## src/rtl/relay_sequencer.sv

```systemverilog
// Relay bank sequencer: walks the relay outputs toward a DSP-written target one bit per step,
// openings first, with a fixed settle time after every change; any fault opens everything at once.
module relay_sequencer #(
  parameter int N_RELAY       = 8,
  parameter int SETTLE_CYCLES = 2000000,
  parameter int CNT_W         = 32
) (
  input  logic               CLK,
  input  logic               RESET,
  input  logic               cmd_wr_i,
  input  logic [N_RELAY-1:0] cmd_data_i,
  input  logic               fault_i,
  input  logic               fault_clr_i,
  output logic [N_RELAY-1:0] relay_o,
  output logic [N_RELAY-1:0] target_o,
  output logic               busy_o,
  output logic               fault_latched_o,
  output logic               cmd_rej_o
);

  typedef enum logic [1:0] {
    IDLE   = 2'd0,
    SETTLE = 2'd1,
    FAULT  = 2'd2
  } state_t;

  state_t             state_q, state_d;
  logic [N_RELAY-1:0] relay_q, relay_d;
  logic [N_RELAY-1:0] target_q, target_d;
  logic [CNT_W-1:0]   cnt_q, cnt_d;
  logic               busy_q, busy_d;
  logic               faultLatched_q, faultLatched_d;
  logic               cmdRej_q, cmdRej_d;

  logic [N_RELAY-1:0] openMask, closeMask;
  logic [N_RELAY-1:0] openLow, closeLow, stepMask;

  // Lowest pending opening wins; a closing is only taken once nothing is left to open.
  always_comb begin
    openMask  = relay_q & ~target_q;
    closeMask = ~relay_q & target_q;
    openLow   = openMask & (~openMask + N_RELAY'(1));
    closeLow  = closeMask & (~closeMask + N_RELAY'(1));
    stepMask  = (openMask != '0) ? openLow : closeLow;
  end

  always_comb begin
    state_d        = state_q;
    relay_d        = relay_q;
    target_d       = target_q;
    cnt_d          = cnt_q;
    faultLatched_d = faultLatched_q;
    cmdRej_d       = 1'b0;

    if (fault_i) begin
      state_d        = FAULT;
      relay_d        = '0;
      target_d       = '0;
      cnt_d          = '0;
      faultLatched_d = 1'b1;
      cmdRej_d       = cmd_wr_i;
    end else begin
      unique case (state_q)
        FAULT: begin
          cmdRej_d = cmd_wr_i;
          if (fault_clr_i) begin
            state_d        = IDLE;
            faultLatched_d = 1'b0;
          end
        end
        IDLE: begin
          if (cmd_wr_i) target_d = cmd_data_i;
          // The step is chosen from the target held before this edge, giving one cycle of latency.
          if (relay_q != target_q) begin
            relay_d = relay_q ^ stepMask;
            cnt_d   = CNT_W'(SETTLE_CYCLES - 1);
            state_d = SETTLE;
          end
        end
        SETTLE: begin
          if (cmd_wr_i) target_d = cmd_data_i;
          if (cnt_q == '0) state_d = IDLE;
          else             cnt_d   = cnt_q - CNT_W'(1);
        end
        default: state_d = IDLE;
      endcase
    end

    busy_d = (state_d != FAULT) && ((state_d == SETTLE) || (relay_d != target_d));
  end

  always_ff @(posedge CLK) begin
    if (RESET) begin
      state_q        <= IDLE;
      relay_q        <= '0;
      target_q       <= '0;
      cnt_q          <= '0;
      busy_q         <= 1'b0;
      faultLatched_q <= 1'b0;
      cmdRej_q       <= 1'b0;
    end else begin
      state_q        <= state_d;
      relay_q        <= relay_d;
      target_q       <= target_d;
      cnt_q          <= cnt_d;
      busy_q         <= busy_d;
      faultLatched_q <= faultLatched_d;
      cmdRej_q       <= cmdRej_d;
    end
  end

  assign relay_o         = relay_q;
  assign target_o        = target_q;
  assign busy_o          = busy_q;
  assign fault_latched_o = faultLatched_q;
  assign cmd_rej_o       = cmdRej_q;

endmodule

```

## config.mk

```make
export PLATFORM = sky130hd
export DESIGN_NAME = relay_sequencer
export DESIGN_NICKNAME = d
export VERILOG_FILES = /design/src/rtl/relay_sequencer.sv
export SDC_FILE = /design/constraint.sdc
export NUM_CORES = 1
export LEC_CHECK = 0
export ABC_AREA = 1
export CORE_MARGIN = 3
export CORE_UTILIZATION = 52
export DETAILED_ROUTE_END_ITERATION = 16
export GPL_ROUTABILITY_DRIVEN = 0
export PLACE_DENSITY_LB_ADDON = 0.15
export SYNTH_ARGS = -nofsm -noshare
export SYNTH_HDL_FRONTEND = slang
export SYNTH_SLANG_ARGS = --single-unit
```

## constraint.sdc

```tcl
create_clock -name CLK -period 3.96 [get_ports CLK]
set_input_delay 0.99 -clock CLK [delete_from_list [all_inputs] [get_ports CLK]]
set_output_delay 0.99 -clock CLK [all_outputs]
set_load 0.005 [all_outputs]
```

Yosys cells after proc, flatten, opt, wreduce, memory -nomap -nowiden
Index checks and enable logic that the tools add are counted.
{ "classes": {"n_addsub": 3, "muxes": 20, "reduce_logical": 12, "eq_ne": 8, "n_bitwise": 9} }
{ "op_table": {"columns": ["op", "count"], "rows": [
  ["two-way mux 32 bit", 2],
  ["case mux 32 bit (2 select lines)", 1],
  ["two-way mux 8 bit", 7],
  ["bitwise AND 8 bit", 4],
  ["zero test 32 bit", 1],
  ["NOT 8 bit", 4],
  ["subtractor 32 x 1 -> 32 bit (second input constant)", 1],
  ["adder 8 x 1 -> 8 bit (second input constant)", 2],
  ["inequality test 8 bit", 2],
  ["two-way mux 2 bit", 4],
  ["nonzero test 8 bit", 1],
  ["XOR 8 bit", 1],
  ["inequality test 2 bit (second input constant)", 3],
  ["case mux 2 bit (3 select lines)", 1],
  ["nonzero test 2 bit", 3],
  ["two-way mux 1 bit", 5],
  ["equality test 2 x 1 -> 1 bit (second input constant)", 2],
  ["OR reduction 2 bit", 2],
  ["AND reduction 3 bit", 1],
  ["equality test 2 bit (second input constant)", 1],
  ["zero test 2 bit", 1],
  ["AND reduction 2 bit", 1],
  ["logical AND 1 bit", 1],
  ["logical OR 1 bit", 1]
]} }
{ "totals": {"elab_cells": 59, "reg_bits": 53, "input_bits": 13, "output_inout_bits": 19} }

Logic depth before layout (Yosys ltp)
{ "logic_depth": {"ltp_word": 13, "depth_mapped": 17, "mapped_depth_nobuf": 16} }

Worst setup path after synthesis
OpenSTA, ideal clock, no wires.
{ "synth_timing": {"kind": "input to register", "start": "input fault_i", "end": "register busy_q, in the netlist busy_o", "required_ns": 3.849, "slack_ns": 1.796, "setup_time_ns": 0.111, "path_stages": 10, "n_path_buf": 2, "arrival_ns": 2.052, "path_cell_list": "clkbuf_1 > inv_1 > clkbuf_1 > nand3_1 > nand2_1 > nand2_1 > nor2_1 > nand2_1 > nor2_1 > nor2_1"} }
{ "synth_between": {"elab_chain_len": 4, "elab_cells_between_ends": 8, "classes_between": "eq/ne: 3; mux: 3; reduce/logical: 2"} }
{ "synth_lines": {"columns": ["element", "line_no", "text"], "rows": [
  ["from (decl)", "12", "input logic fault_i,"],
  ["two-way mux 8 bit or two-way mux 2 bit (tied branches)", "55", "if (fault_i) begin"],
  ["inequality test 8 bit or equality test 2 x 1 -> 1 bit (tied branches)", "89", "busy_d = (state_d != FAULT) && ((state_d == SETTLE) || (relay_d != target_d));"],
  ["logical OR 1 bit", "89", null],
  ["logical AND 1 bit *", "89", null],
  ["to (signal assigned)", "106", "busy_q <= busy_d;"],
  ["to (decl)", "31", "logic busy_q, busy_d;"]
]} }
Every way passes the cells marked *; elsewhere a longest branch is shown, timed or not.
A chain may end at the register's enable or synchronous reset.

Worst setup path in the final report
{ "layout_timing": {"start": "register relay_q[6], in the netlist relay_o[6]", "end": "register busy_q, in the netlist busy_o"} }
{ "layout_between": {"elab_chain_len": 13, "elab_cells_between_ends": 24, "classes_between": "add/sub: 2; eq/ne: 4; mux: 7; bitwise: 8; reduce/logical: 3"} }
{ "layout_lines": {"columns": ["element", "line_no", "text"], "rows": [
  ["from (decl)", "28", "logic [N_RELAY-1:0] relay_q, relay_d;"],
  ["from (signal assigned)", "103", "relay_q <= relay_d;"],
  ["NOT 8 bit", "41", "closeMask = ~relay_q & target_q;"],
  ["bitwise AND 8 bit", "41", null],
  ["NOT 8 bit", "43", "closeLow = closeMask & (~closeMask + N_RELAY'(1));"],
  ["adder 8 x 1 -> 8 bit", "43", null],
  ["bitwise AND 8 bit", "43", null],
  ["two-way mux 8 bit", "44", "stepMask = (openMask != '0) ? openLow : closeLow;"],
  ["XOR 8 bit", "75", "relay_d = relay_q ^ stepMask;"],
  ["two-way mux 8 bit", "74", "if (relay_q != target_q) begin"],
  ["two-way mux 8 bit", "63", "unique case (state_q)"],
  ["two-way mux 8 bit", "55", null],
  ["inequality test 8 bit", "89", null],
  ["logical OR 1 bit", "89", null],
  ["logical AND 1 bit *", "89", null]
]} }
Marked as above.

==> results.ini <==
[job]
maxCapViolations = 0

[critical_path]
crit_type = reg2reg
rrSetupSlack_ns = 1.26
cp_data_arrival_time_ns = 2.92
r2r-start = relay_o[6]
reg2reg_to = busy_o
start_kind = register
endpoint_kind = register
worstPathCellList = inv_1 > ha_1 > nand2_1 > nor2_1 > nand2_1 > nand3_1 > inv_1 > nand3_1 > nand2_1 > nand3_1 > nand2_1 > o21ai_0 > nor2_1 > nand2_1 > nor2_1 > nor2_1
cp_max_fo = 21
path_common_cell = nand2_1
cp.required_ns = 4.18
slowest_stage = inv_1
slowest_delay_ns = 0.59
ff2ff_path_depth = 16

[worst_hold_path]
hold_class = reg2reg
min_from = cnt_q[30]
hold_depth = 1
holdPathEnd = cnt_q[30]

[clock_tree]
clockBufferDepth = 2
cts_made_buffers = 5
cts-root-buf = clkbuf_8
clk_latency_ns = 0.31
cts.clk_slew.worst_paths_ns = 0.09
h-tree-depth = 2
post_cts_buffers = 0
cts.sinks = 53
cts_tree = done
ctsHoldBuffers = 0
cts_resized = 0

[timing]
rsz0062_at_grt = false
finalCriticalPeriod_ns = 2.70
hold_viol = 0
tightest_slew_ns = 0.735
fin_worst_skew_ns = 0.00392
slew-limit-headroom_pct = 50.9
drv_slew = 0
max_freq_ghz = 0.370
fin_crit_sh_pct = 68.2
tns_ns = 0
whs_ns = 0.470
finalSetupViolCount = 0
layout_setup_ws_ns = 1.26

[cells_and_area]
postLayoutCellArea_um2 = 3850
syn_to_final_growth_pct = 14.5
layout-drive-gt1-share_pct = 6.12
layout.cells.non_filler = 631
final_core_util_pct = 63.2
fillers = 562
nets = 586
antenna_cells = 0

[placed_design]
io_buffer_count = 31
dp_cells = 623
place_hpwl_um = 6320
place_area_um2 = 3740
dpl_worst_slack_ns = 1.01

[global_routing]
met2_usage_pct = 34.8
met3_usage_pct = 4.47
grt_remaining_overflow = 0
grt_pass1_wl_um = 14000
grt_max_degree = 22
track_usage_pct = 23.0
busiest_layer = met2
grt.met1_usage_pct = 34.2
antenna_found_initial = 0
grt_pass1_vias = 3073

[yosys]
netlist_area_um2 = 3370
muxShareOfSynthArea_pct = 0
yosysTopAreaCell = dfxtp_1
netlist_instances = 525
ys_ff_latch = 53
synth_common_cells = 112 x nor2_1, 91 x nand2_1, 64 x inv_1
synth-warning-count = 0
yosysMostFrequentCell = nor2_1
synth-edff-count = 0
synth_xor_area_share_pct = 1.82
ys_seq_area_share_pct = 31.5
ys_async_sr_fraction_pct = 0
yosysTopAreaCellShare_pct = 31.5
synthDistinctLibCells = 35
synthSimpleGateAreaFrac_pct = 40.3
yosys-top-cells-area = dfxtp_1 32%, nor2_1 12%, nand2_1 10%, inv_1 7.1%, ha_1 6.7%
yosys.area_share.adder_pct = 6.69
synth_ff_type = dfxtp_1
synth-compound-area-share_pct = 10.5
avgSynthCellArea_um2 = 6.42
synth_nets = 556
synth_top_family_by_area = simple AND/OR/NAND/NOR gates

[run_status]
status = completed

[die]
initial_core_util_pct = 55.3
ioPinCount = 32
dieHeight_um = 86.5
coreArea_um2 = 6100
die_x_um = 86.5
fp-row-count = 28
die-area_um2 = 7480

[routing]
vias_per_cell = 5.42
routed_wl_um = 8180
remaining_drc_errors = 0
drt-wirelength-per-cell_um = 13.0
vias = 3422
dr.pass1.iters = 5
drtIter0Drc = 304
drtAntennaViolNets = 0

[power]
total_power_mw = 1.80
p_per_area_nw_per_um2 = 466
leakagePower_nw = 1.71
ir_worst_vdd_uv = 366

## cell usage in the layout, fill, tap and decap left out, types with 2 or more instances in the layout
cell type / count
a21oi_1: 35
nand2_2: 4
xnor2_1: 2
nor3_1: 15
nand4_1: 23
xor2_1: 5
inv_1: 64
or2_2: 7
nand2_4: 2
buf_4: 3
dfxtp_1: 53
nor2_1: 112
o21ai_0: 22
o21ai_1: 2
nand2_1: 91
clkbuf_8: 6
ha_1: 18
clkdlybuf4s50_1: 31
a31oi_1: 3
nor4_1: 5
nand3_1: 34
o21a_1: 3
nor2_2: 4
## cell families after synthesis
family | Yosys count
and+or+nand+nor | 302
buffers and inverters | 78
AOI/OAI and AO/OA | 67
DFF | 53
adders and majority gates | 18
xor gates and xnor gates | 7
## worst max-delay path: cells and delay by family, from the launching register on
kind,cells,cell delay (ns)
buf+inv,2,0.68
flops,1,0.43
compound gates,1,0.08
fa+ha+maj,1,0.32
simple gates,12,1.09
## worst max path at each step
| stage | endpoint | cells past startpoint | start |
|---|---|---|---|
| finish | busy_o | 16 | relay_o[6] |
| global route | busy_o | 16 | relay_o[2] |
| CTS | busy_o | 16 | relay_o[6] |
| detailed placement | busy_o | 9 | fault_i |
| global placement | busy_o | 9 | fault_i |
| floorplan | busy_o | 10 | fault_i |
## report_power, final
group          switching [mW]  total, mW  leakage, nW  internal (mW)
registers              0.0429      0.623        0.432          0.580
clock network           0.177      0.384       0.0585          0.206
logic                   0.520      0.791         1.22          0.271
total                   0.740       1.80         1.71           1.06
## sequential cells by signal, indices dropped and copies added (netlist names)
signal,cells
busy_o,1
cmd_rej_o,1
cnt_q,32
fault_latched_o,1
relay_o,8
state_q,2
target_o,8
## layout make-up
class	instances	area, um2	area share [%]
clock buffer	7	86.3	2.24
clock inverter	1	30.0	0.779
inverter	67	254	6.59
multi-input combinational	394	2000	51.8
sequential	53	1060	27.5
tap	75	93.8	2.43
timing repair buffer	34	333	8.63
## layer usage
| metal | vias up | wire length [um] |
|---|---|---|
| met5 | - | 0 |
| met1 | 1527 | 4040 |
| met2 | 118 | 3490 |
| li1 | 1767 | - |
| met4 | 0 | 73 |
| met3 | 10 | 579 |
No activity file was read; power rests on OpenSTA's default activity.
